### config.mk
export PLATFORM = sky130hd
export DESIGN_NAME = panda_hazard_ctrl
export DESIGN_NICKNAME = d
export VERILOG_FILES = /design/src/rtl/panda_pkg.sv /design/src/rtl/panda_fwd_sel.sv /design/src/rtl/panda_hazard_ctrl.sv
export SDC_FILE = /design/constraint.sdc
export NUM_CORES = 1
export LEC_CHECK = 0
export CAP_MARGIN = 5
export CORE_UTILIZATION = 32
export CTS_CLUSTER_SIZE = 40
export DETAILED_ROUTE_END_ITERATION = 16
export MAX_ROUTING_LAYER = met4
export PLACE_DENSITY_LB_ADDON = 0.12
export SLEW_MARGIN = 20
export SYNTH_ARGS = -nofsm -noshare
export SYNTH_HDL_FRONTEND = slang
export SYNTH_HIERARCHICAL = 1
export SYNTH_SLANG_ARGS = --single-unit
### constraint.sdc
create_clock -name clk_i -period 1.8 [get_ports clk_i]
set_input_delay 0.36 -clock clk_i [delete_from_list [all_inputs] [get_ports clk_i]]
set_output_delay 0.36 -clock clk_i [all_outputs]
set_load 0.05 [all_outputs]
### src/rtl/panda_pkg.sv
// Shared types and constants for the panda core pipeline control logic.
package panda_pkg;

  typedef enum logic [1:0] {
    StRun     = 2'd0,
    StMemWait = 2'd1,
    StMemErr  = 2'd2
  } hazard_state_e;

  // Forward-select value meaning "take the operand from the register file".
  localparam int unsigned FWD_RF = 0;

endpackage

### src/rtl/panda_fwd_sel.sv
// Single-operand forwarding priority selector: picks the youngest in-flight writer of the
// operand register, or the register file when none matches (x0 is never forwarded).
module panda_fwd_sel
  import panda_pkg::*;
#(
  parameter int unsigned NUM_FWD = 2,
  parameter int unsigned REG_AW  = 5,
  parameter int unsigned SEL_W   = $clog2(NUM_FWD + 1)
) (
  input  logic [REG_AW-1:0]         op_addr_i,
  input  logic [NUM_FWD*REG_AW-1:0] rd_addr_fwd_i,
  input  logic [NUM_FWD-1:0]        rd_we_fwd_i,
  output logic [SEL_W-1:0]          sel_o
);

  always_comb begin
    sel_o = SEL_W'(FWD_RF);
    // Walk oldest to youngest so the lowest matching index overwrites the rest.
    for (int k = int'(NUM_FWD) - 1; k >= 0; k--) begin
      if (rd_we_fwd_i[k] && (op_addr_i != '0) &&
          (rd_addr_fwd_i[k*REG_AW +: REG_AW] == op_addr_i)) begin
        sel_o = SEL_W'(k + 1);
      end
    end
  end

endmodule

### src/rtl/panda_hazard_ctrl.sv
// Pipeline hazard control: N-source forwarding, load-use interlock, redirect flush and
// data-memory wait/timeout stalls. Optional PANDA_PERF_CNT_EN adds stall/flush counters.
module panda_hazard_ctrl
  import panda_pkg::*;
#(
  parameter int unsigned NUM_FWD     = 2,
  parameter int unsigned REG_AW      = 5,
  parameter int unsigned MEM_TIMEOUT = 16,
  parameter int unsigned CNT_W       = 32
) (
  input  logic                           clk_i,
  input  logic                           rst_i,
  input  logic [REG_AW-1:0]              rs1_addr_id_i,
  input  logic [REG_AW-1:0]              rs2_addr_id_i,
  input  logic                           rs1_used_id_i,
  input  logic                           rs2_used_id_i,
  input  logic [REG_AW-1:0]              rs1_addr_ex_i,
  input  logic [REG_AW-1:0]              rs2_addr_ex_i,
  input  logic [REG_AW-1:0]              rd_addr_ex_i,
  input  logic                           rd_we_ex_i,
  input  logic                           load_ex_i,
  input  logic [NUM_FWD*REG_AW-1:0]      rd_addr_fwd_i,
  input  logic [NUM_FWD-1:0]             rd_we_fwd_i,
  input  logic                           redirect_i,
  input  logic                           data_req_i,
  input  logic                           data_rvalid_i,
  output logic                           stall_if_o,
  output logic                           stall_id_o,
  output logic                           stall_ex_o,
  output logic                           stall_mem_o,
  output logic                           flush_id_o,
  output logic                           flush_ex_o,
  output logic [$clog2(NUM_FWD+1)-1:0]   forward_rs1_o,
  output logic [$clog2(NUM_FWD+1)-1:0]   forward_rs2_o,
  output logic                           mem_err_o,
  output logic [CNT_W-1:0]               stall_cycles_o,
  output logic [CNT_W-1:0]               flush_count_o
);

  localparam int unsigned SEL_W  = $clog2(NUM_FWD + 1);
  localparam int unsigned WAIT_W = (MEM_TIMEOUT < 2) ? 1 : $clog2(MEM_TIMEOUT + 1);

  hazard_state_e     state_q, state_d;
  logic [WAIT_W-1:0] wait_cnt_q, wait_cnt_d;
  logic              mem_stall;
  logic              load_use;

  panda_fwd_sel #(
    .NUM_FWD (NUM_FWD),
    .REG_AW  (REG_AW),
    .SEL_W   (SEL_W)
  ) u_fwd_rs1 (
    .op_addr_i     (rs1_addr_ex_i),
    .rd_addr_fwd_i (rd_addr_fwd_i),
    .rd_we_fwd_i   (rd_we_fwd_i),
    .sel_o         (forward_rs1_o)
  );

  panda_fwd_sel #(
    .NUM_FWD (NUM_FWD),
    .REG_AW  (REG_AW),
    .SEL_W   (SEL_W)
  ) u_fwd_rs2 (
    .op_addr_i     (rs2_addr_ex_i),
    .rd_addr_fwd_i (rd_addr_fwd_i),
    .rd_we_fwd_i   (rd_we_fwd_i),
    .sel_o         (forward_rs2_o)
  );

  // The error cycle abandons the access, so an unanswered request must not stall there.
  assign mem_stall = data_req_i & ~data_rvalid_i & (state_q != StMemErr);

  assign load_use = load_ex_i & rd_we_ex_i & (rd_addr_ex_i != '0) &
                    ((rs1_used_id_i & (rs1_addr_id_i == rd_addr_ex_i)) |
                     (rs2_used_id_i & (rs2_addr_id_i == rd_addr_ex_i)));

  always_comb begin
    state_d     = state_q;
    wait_cnt_d  = wait_cnt_q;
    stall_if_o  = 1'b0;
    stall_id_o  = 1'b0;
    stall_ex_o  = 1'b0;
    stall_mem_o = 1'b0;
    flush_id_o  = 1'b0;
    flush_ex_o  = 1'b0;
    mem_err_o   = 1'b0;

    unique case (state_q)
      StRun: begin
        if (mem_stall) begin
          wait_cnt_d = WAIT_W'(1);
          state_d    = (MEM_TIMEOUT == 1) ? StMemErr : StMemWait;
        end
      end
      StMemWait: begin
        if (!mem_stall) begin
          state_d    = StRun;
          wait_cnt_d = '0;
        end else begin
          wait_cnt_d = wait_cnt_q + 1'b1;
          if ((MEM_TIMEOUT != 0) && (wait_cnt_d == WAIT_W'(MEM_TIMEOUT))) begin
            state_d = StMemErr;
          end
        end
      end
      StMemErr: begin
        mem_err_o  = 1'b1;
        state_d    = StRun;
        wait_cnt_d = '0;
      end
      default: begin
        state_d    = StRun;
        wait_cnt_d = '0;
      end
    endcase

    if (mem_stall) begin
      stall_if_o  = 1'b1;
      stall_id_o  = 1'b1;
      stall_ex_o  = 1'b1;
      stall_mem_o = 1'b1;
    end else if (redirect_i) begin
      // The ID instruction is squashed, so any load-use match is irrelevant.
      flush_id_o = 1'b1;
      flush_ex_o = 1'b1;
    end else if (load_use) begin
      stall_if_o = 1'b1;
      stall_id_o = 1'b1;
      flush_ex_o = 1'b1;
    end

    if (rst_i) begin
      stall_if_o  = 1'b0;
      stall_id_o  = 1'b0;
      stall_ex_o  = 1'b0;
      stall_mem_o = 1'b0;
      flush_id_o  = 1'b0;
      flush_ex_o  = 1'b0;
      mem_err_o   = 1'b0;
    end
  end

  always_ff @(posedge clk_i) begin
    if (rst_i) begin
      state_q    <= StRun;
      wait_cnt_q <= '0;
    end else begin
      state_q    <= state_d;
      wait_cnt_q <= wait_cnt_d;
    end
  end

`ifdef PANDA_PERF_CNT_EN
  logic [CNT_W-1:0] stall_cycles_q, stall_cycles_d;
  logic [CNT_W-1:0] flush_count_q, flush_count_d;

  always_comb begin
    stall_cycles_d = stall_cycles_q +
                     CNT_W'(stall_if_o | stall_id_o | stall_ex_o | stall_mem_o);
    flush_count_d  = flush_count_q + CNT_W'(flush_id_o);
  end

  always_ff @(posedge clk_i) begin
    if (rst_i) begin
      stall_cycles_q <= '0;
      flush_count_q  <= '0;
    end else begin
      stall_cycles_q <= stall_cycles_d;
      flush_count_q  <= flush_count_d;
    end
  end

  assign stall_cycles_o = stall_cycles_q;
  assign flush_count_o  = flush_count_q;
`else
  assign stall_cycles_o = '0;
  assign flush_count_o  = '0;
`endif

endmodule

==> summary.txt, run 1 <==
Run status
  • Status: finished with violations
  • Failing checks: setup timing

Route
  • Routed length per instance: 11.1 um
  • First-pass DRT Iterations: 6
  • Via count: 1176
  • Antenna viol nets, final: 0
  • Final wirelength: 3260 um
  • Vias per cell: 3.99
  • Initial drt markers: 23
  • DRC violations left: 0

Clock network
  • H-tree depth: 1
  • TritonCTS Buffers: 3
  • CTS tree: done
  • Root buf cell: clkbuf_8
  • Clock Latency Late Sink: 230 ps
  • Longest Clk Path Bufs: 2
  • Clock-pin slew on the worst setup and hold paths: 40 ps
  • Clock sinks: 7

Die
  • Height of the die: 66.6 um
  • Starting density of the core: 33.3%
  • # rows: 23
  • DIE AREA: 4430 sq um
  • Die Span X: 66.6 um
  • CORE AREA: 4000 sq um
  • IO Count: 121

Timing
  • Worst setup margin: -161 ps
  • Max-slew violation count: 0
  • Hold Slack: 465 ps
  • Tmin final: 1960 ps
  • Final Hold Viols: 0
  • Clock skew after layout: 4.26 ps
  • RSZ-0062 raised after global routing: yes
  • Final period util: 109%
  • FMAX: 0.510 GHz
  • Final setup fails: 6

Setup path
  • FF-to-FF setup slack: 520 ps
  • Slowest cell on the critical path: o32ai_4
  • Max incr delay on CP: 330 ps
  • End point of the critical path: stall_if_o
  • R2r startpoint: wait_cnt_q[0]
  • CP bufs+invs: 2
  • CP startpoint: rs1_addr_id_i[1]
  • Crit Reg-Reg Endpoint: state_q[0]
  • Reg2Reg Depth: 4
  • CP top delay family: compound AO/OA/AOI/OAI gates
  • CP endpoint kind: output pin
  • CP Data Required Time: 1440 ps
  • Worst path cell trace: buf_6 > xor2_2 > nor4_2 > a32oi_2 > o32ai_4 > buf_12
  • Critical path depth in cells: 6
  • Crit path launch type: primary input
  • Crit path kind: primary input to output pin
  • Worst Path Max Fanout: 2
  • CP Data Arrival Time: 1600 ps

Pwr
  • Pleak: 0.00107 uW
  • Sequential share of power: 15.5%
  • Final Power: 1050 uW
  • Sw Ratio: 50.6%
  • Max VDD drop: 0.000396 V
  • Clock Power Share: 21.2%
  • PD cells: 465 nW/um^2
  • Cell-internal power: 518 uW
  • Logic pwr share: 63.3%
  • Net Switching: 530 uW

Synthesis
  • Mean Syn Cell Area: 7.89 sq um
  • Sequential share of the synthesized area: 10.5%
  • Synth Flop Type: dfxtp_1
  • Post-Syn Area: 1330 sq um
  • Synth Register Bits: 7
  • Synthesized instance count: 169
  • Post-synth cell types: 37
  • EDFF count, synth: 0
  • Number of synthesis warnings: 6
  • Ys async rst share: 0%

Global routing
  • Initial antenna violation count: 0
  • Vias in the first global route: 1039
  • Gr usage total: 14.3%
  • First-pass GRT wire length: 4730 um
  • Largest net degree at the start of global routing: 8
  • GRT overflow: 0

Place
  • Detailed placer's ending HPWL: 2580 um
  • Port Buffers: 56
  • RD Place Congestion: 0.725
  • Placed cell area: 1970 sq um

Final layout
  • Layout Nets: 294
  • Share of layout cells above drive strength 1: 43.7%
  • Design Area, Final: 2250 sq um
  • Most common cell after layout, fill and taps aside: conb_1
  • Post-Route Utilization: 56.2%
  • Area growth syn-to-layout: 68.7%
  • # diodes: 0
  • Most frequent cells in the layout: conb_1 (64), buf_6 (15), buf_2 (14), buf_4 (14)
  • # fillers: 366

Job
  • Max-Cap Viols: 0

Min path
  • Worst min-delay path category: flip-flop to flip-flop
## logic make-up after synthesis
family	after synthesis	share of synthesized area [%]
buf+inv	70	38.3
simple gates	41	19.0
xor+xnor	30	19.7
compound gates	17	9.66
flops	7	10.5
fa+ha+maj	2	1.88
other cells	1	0.281
mux	1	0.750
## sequential cells by signal (all words and copies together), names as in the netlist
| signal | cells |
|---|---|
| state_q | 2 |
| wait_cnt_q | 5 |
## cells in the mapped netlist, types with 2 or more instances
cell	instances	share of area [%]
nor2_1	7	2.0
inv_1	4	1.1
o21ai_0	4	1.5
a21o_1	3	1.7
xnor2_1	14	9.2
and3_1	3	1.4
a2111oi_0	2	1.3
dfxtp_1	7	11
nand2_1	5	1.4
buf_4	66	37
and2_1	3	1.4
ha_1	2	1.9
nand4_1	2	0.94
or4_1	4	2.3
xor2_1	16	11
nor3b_1	3	1.7
nor4_1	3	1.4
and3b_1	2	1.3
## power groups by stage
stage	Sequential, uW	Combinational, uW	Clock [uW]
2_1_floorplan	164	523	0
3_3_place_gp	165	608	0
5_1_grt	162	698	235
6_report	162	663	222
4_1_cts	162	628	229
3_5_place_dp	165	608	0
## repair_timing
action,CTS,global route
endpoints found under the setup margin,10,8
hold buffers,0,0
buffers inserted,3,2
pin swaps,40,21
resized for setup,184,27
## metal layers
| metal | track usage, % | wire, um | vias to the layer above |
|---|---|---|---|
| met5 | - | 0 | - |
| met4 | 3.99 | 0 | 0 |
| met3 | 1.37 | 187 | 0 |
| met2 | 22.5 | 1680 | 49 |
| met1 | 19.3 | 1400 | 545 |
| li1 | - | - | 582 |
## worst min-delay path by stage
stage	startpoint	endpoint	slack, ps	depth (start not counted)
after CTS	state_q[1]	wait_cnt_q[0]	470	1
final	state_q[1]	wait_cnt_q[0]	460	1
after global placement	state_q[1]	wait_cnt_q[0]	460	1
after floorplan	state_q[1]	wait_cnt_q[0]	440	1
after global routing	state_q[1]	wait_cnt_q[0]	500	1
after detailed placement	state_q[1]	wait_cnt_q[0]	470	1
## stage by stage
step           setup WS [ps]  cells  setup TNS [ps]
6_report                -161    295            -524
2_1_floorplan           -368    232           -1170
4_1_cts                 -187    294            -749
3_5_place_dp            -641    289           -4270
5_1_grt                 -279    295            -945
3_3_place_gp            -627    289           -4230
## area by class of cell
class | instances | area [sq um] | share of cell area, %
Tap cell | 50 | 62.6 | 2.78
Timing Repair Buffer | 75 | 787 | 35.0
Multi-Input combinational cell | 155 | 1200 | 53.3
Sequential cell | 7 | 140 | 6.23
Clock inverter | 1 | 5.00 | 0.222
Inverter | 4 | 15.0 | 0.667
Clock buffer | 3 | 41.3 | 1.84
(Power assumes the default switching activity.)
==> inputs of run 2 (changes only) <==
--- a/config.mk
+++ b/config.mk
@@ -6,6 +6,7 @@
 export NUM_CORES = 1
 export LEC_CHECK = 0
 export CAP_MARGIN = 5
+export CORE_MARGIN = 2
 export CORE_UTILIZATION = 32
 export CTS_CLUSTER_SIZE = 40
 export DETAILED_ROUTE_END_ITERATION = 16
==> run 2 against run 1 <==
  * First-iteration DRC count is 35% lower
  * Count of clock-buffer cells in the layout rose by 1
  * Final area is 6.3% lower
  * Critical path depth unchanged
  * Register-to-register slack hardly changed
  * The run still ends with setup timing left
  * Global-route usage shrank 1.4 points
  * Via count is 0.34% lower
==> summary.txt, run 2 (synthesized netlist as in run 1, its figures left out) <==
Run status
  • Status: finished with violations
  • Failing checks: setup timing

Place
  • Placed cell area: 1970 sq um (unchanged)
  • Detailed placer's ending HPWL: 2780 um (+7.5%)
  • RD Place Congestion: 0.743 (+2.6%)
  • Port Buffers: 56 (unchanged)

Setup path
  • CP top delay family: compound AO/OA/AOI/OAI gates
  • Crit path launch type: primary input
  • FF-to-FF setup slack: 520 ps (about the same)
  • CP bufs+invs: 2 (unchanged)
  • Crit path kind: primary input to output pin
  • Worst path cell trace: buf_6 > xor2_2 > nor4_2 > a32oi_2 > o32ai_4 > buf_12
  • CP endpoint kind: output pin
  • CP Data Arrival Time: 1630 ps (+30 ps)
  • Worst Path Max Fanout: 2 (unchanged)
  • Max incr delay on CP: 340 ps (about the same)
  • CP Data Required Time: 1440 ps (about the same)
  • Slowest cell on the critical path: o32ai_4

Timing
  • FMAX: 0.502 GHz (-1.5%)
  • Final setup fails: 5 (-1)
  • Clock skew after layout: 2.18 ps (-2.07 ps)
  • RSZ-0062 raised after global routing: yes
  • Worst setup margin: -191 ps (-30.0 ps)
  • Final period util: 111% (+1.7 points)
  • Tmin final: 1990 ps (+30.0 ps)
  • Max-slew violation count: 0 (unchanged)
  • Final Hold Viols: 0 (unchanged)

Pwr
  • PD cells: 480 nW/um^2 (+3.2%)
  • Max VDD drop: 0.000605 V (+53%)
  • Pleak: 0.00101 uW (-6.3%)

Global routing
  • Gr usage total: 12.9% (-1.4 points)
  • Met2 usage: 19.4% (-3.1 points)
  • GRT overflow: 0 (unchanged)
  • M1 GR Usage: 17.3% (-2.0 points)
  • First-pass GRT wire length: 4370 um (-7.6%)
  • Most Crowded Layer GR: met2
  • Vias in the first global route: 941 (-9.4%)
  • Initial antenna violation count: 0 (unchanged)
  • Largest net degree at the start of global routing: 8 (unchanged)
  • GR Layer Usage met3: 3.73% (+2.4 points)

Clock network
  • Clock-pin slew on the worst setup and hold paths: 40 ps (about the same)
  • Longest Clk Path Bufs: 2 (unchanged)
  • TritonCTS Buffers: 3 (unchanged)
  • CTS tree: done
  • H-tree depth: 1 (unchanged)
  • Root buf cell: clkbuf_8
  • # hold bufs at CTS: 0 (unchanged)
  • Clock Latency Late Sink: 230 ps (about the same)
  • Clock sinks: 7 (unchanged)

Job
  • Max-Cap Viols: 0 (unchanged)

Final layout
  • Max reg flops: 5 (unchanged)
  • Layout Nets: 291 (-1.0%)
  • Post-Route Utilization: 52.7% (-3.5 points)
  • Design Area, Final: 2110 sq um (-6.3%)
  • Share of layout cells above drive strength 1: 36.8% (-6.9 points)
  • Most frequent cells in the layout: conb_1 (64), buf_4 (15), buf_2 (13), dlygate4sd2_1 (13), xor2_1 (12)
  • Area growth syn-to-layout: 58.1%
  • # diodes: 0 (unchanged)
  • Most common cell after layout, fill and taps aside: conb_1
  • Largest Register: wait_cnt_q
  • Largest regs: wait_cnt_q (5), state_q (2)

Route
  • Vias per cell: 4.01 (+0.68%)
  • DRC violations left: 0 (unchanged)
  • Final wirelength: 3230 um (-0.98%)
  • Routed length per instance: 11.1 um (about the same)
  • Initial drt markers: 15 (-35%)
  • Via count: 1172 (-0.34%)
  • Antenna viol nets, final: 0 (unchanged)
  • First-pass DRT Iterations: 4 (-2)

Die
  • Starting density of the core: 33.3% (unchanged)
  • # rows: 23 (unchanged)
  • Die Span X: 68.6 um (+3.0%)
  • CORE AREA: 4000 sq um (unchanged)
  • IO Count: 121 (unchanged)
  • DIE AREA: 4700 sq um (+6.1%)
  • Height of the die: 68.6 um (+3.0%)

Min path
  • Worst min-delay path category: flip-flop to flip-flop
==> run 2: cell types whose count changed in the layout (fill, tap and decap cells not counted), moves of 2 or more <==
| cell | previous run | this run |
|---|---|---|
| xnor2_2 | 8 | 3 |
| xor2_2 | 10 | 4 |
| xor2_1 | 6 | 12 |
| clkdlybuf4s15_2 | 0 | 2 |
| dlygate4sd2_1 | 8 | 13 |
| clkdlybuf4s15_1 | 4 | 2 |
| buf_6 | 15 | 11 |
| xnor2_1 | 6 | 11 |
| buf_8 | 6 | 1 |
==> run 2: through the flow <==
step / hold slack (ps) / setup TNS (ps) / worst slack (ps) / instances / total power [uW]
floorplan: 436 / -1170 / -368 / 232 / 687
global placement: 467 / -4280 / -640 / 289 / 773
detailed placement: 464 / -4240 / -665 / 289 / 773
CTS: 471 / -696 / -210 / 292 / 1000
global route: 500 / -916 / -252 / 292 / 1070
finish: 469 / -584 / -191 / 292 / 1010
==> run 2: path summary, 6_finish.rpt <==
kind / startpoint / endpoint / cells past startpoint
min reg2reg: state_q[1] / wait_cnt_q[0] / 1
max reg2reg: wait_cnt_q[0] / state_q[1] / 4
max: rs1_addr_id_i[3] / stall_id_o / 6
min: state_q[1] / wait_cnt_q[0] / 1
==> run 2: layer usage <==
metal / wire (um) / part of all wire (%)
met1: 1310 / 40
met2: 1630 / 50
met3: 280 / 8.7
met4: 13 / 0.40
met5: 0 / 0
==> run 2: what timing repair did <==
| action | CTS | global route |
|---|---|---|
| gates resized for setup | 151 | 12 |
| buffers inserted | 2 | 0 |
| setup endpoints to repair | 10 | 10 |
| gates cloned | 0 | 0 |
| pin swaps | 37 | 8 |
==> run 2: report_power, final <==
part	switching, uW	total [uW]	internal, uW
sequential	3.91	162	158
combinational	444	627	183
clock	69.9	223	153
==> run 2: cell type report <==
class | instances | area (sq um)
clock buffer | 4 | 45.0
tap | 50 | 62.6
sequential | 7 | 140
fill | 393 | 1890
multi-input combinational | 155 | 1120
inverter | 4 | 15.0
timing repair buffer | 72 | 721
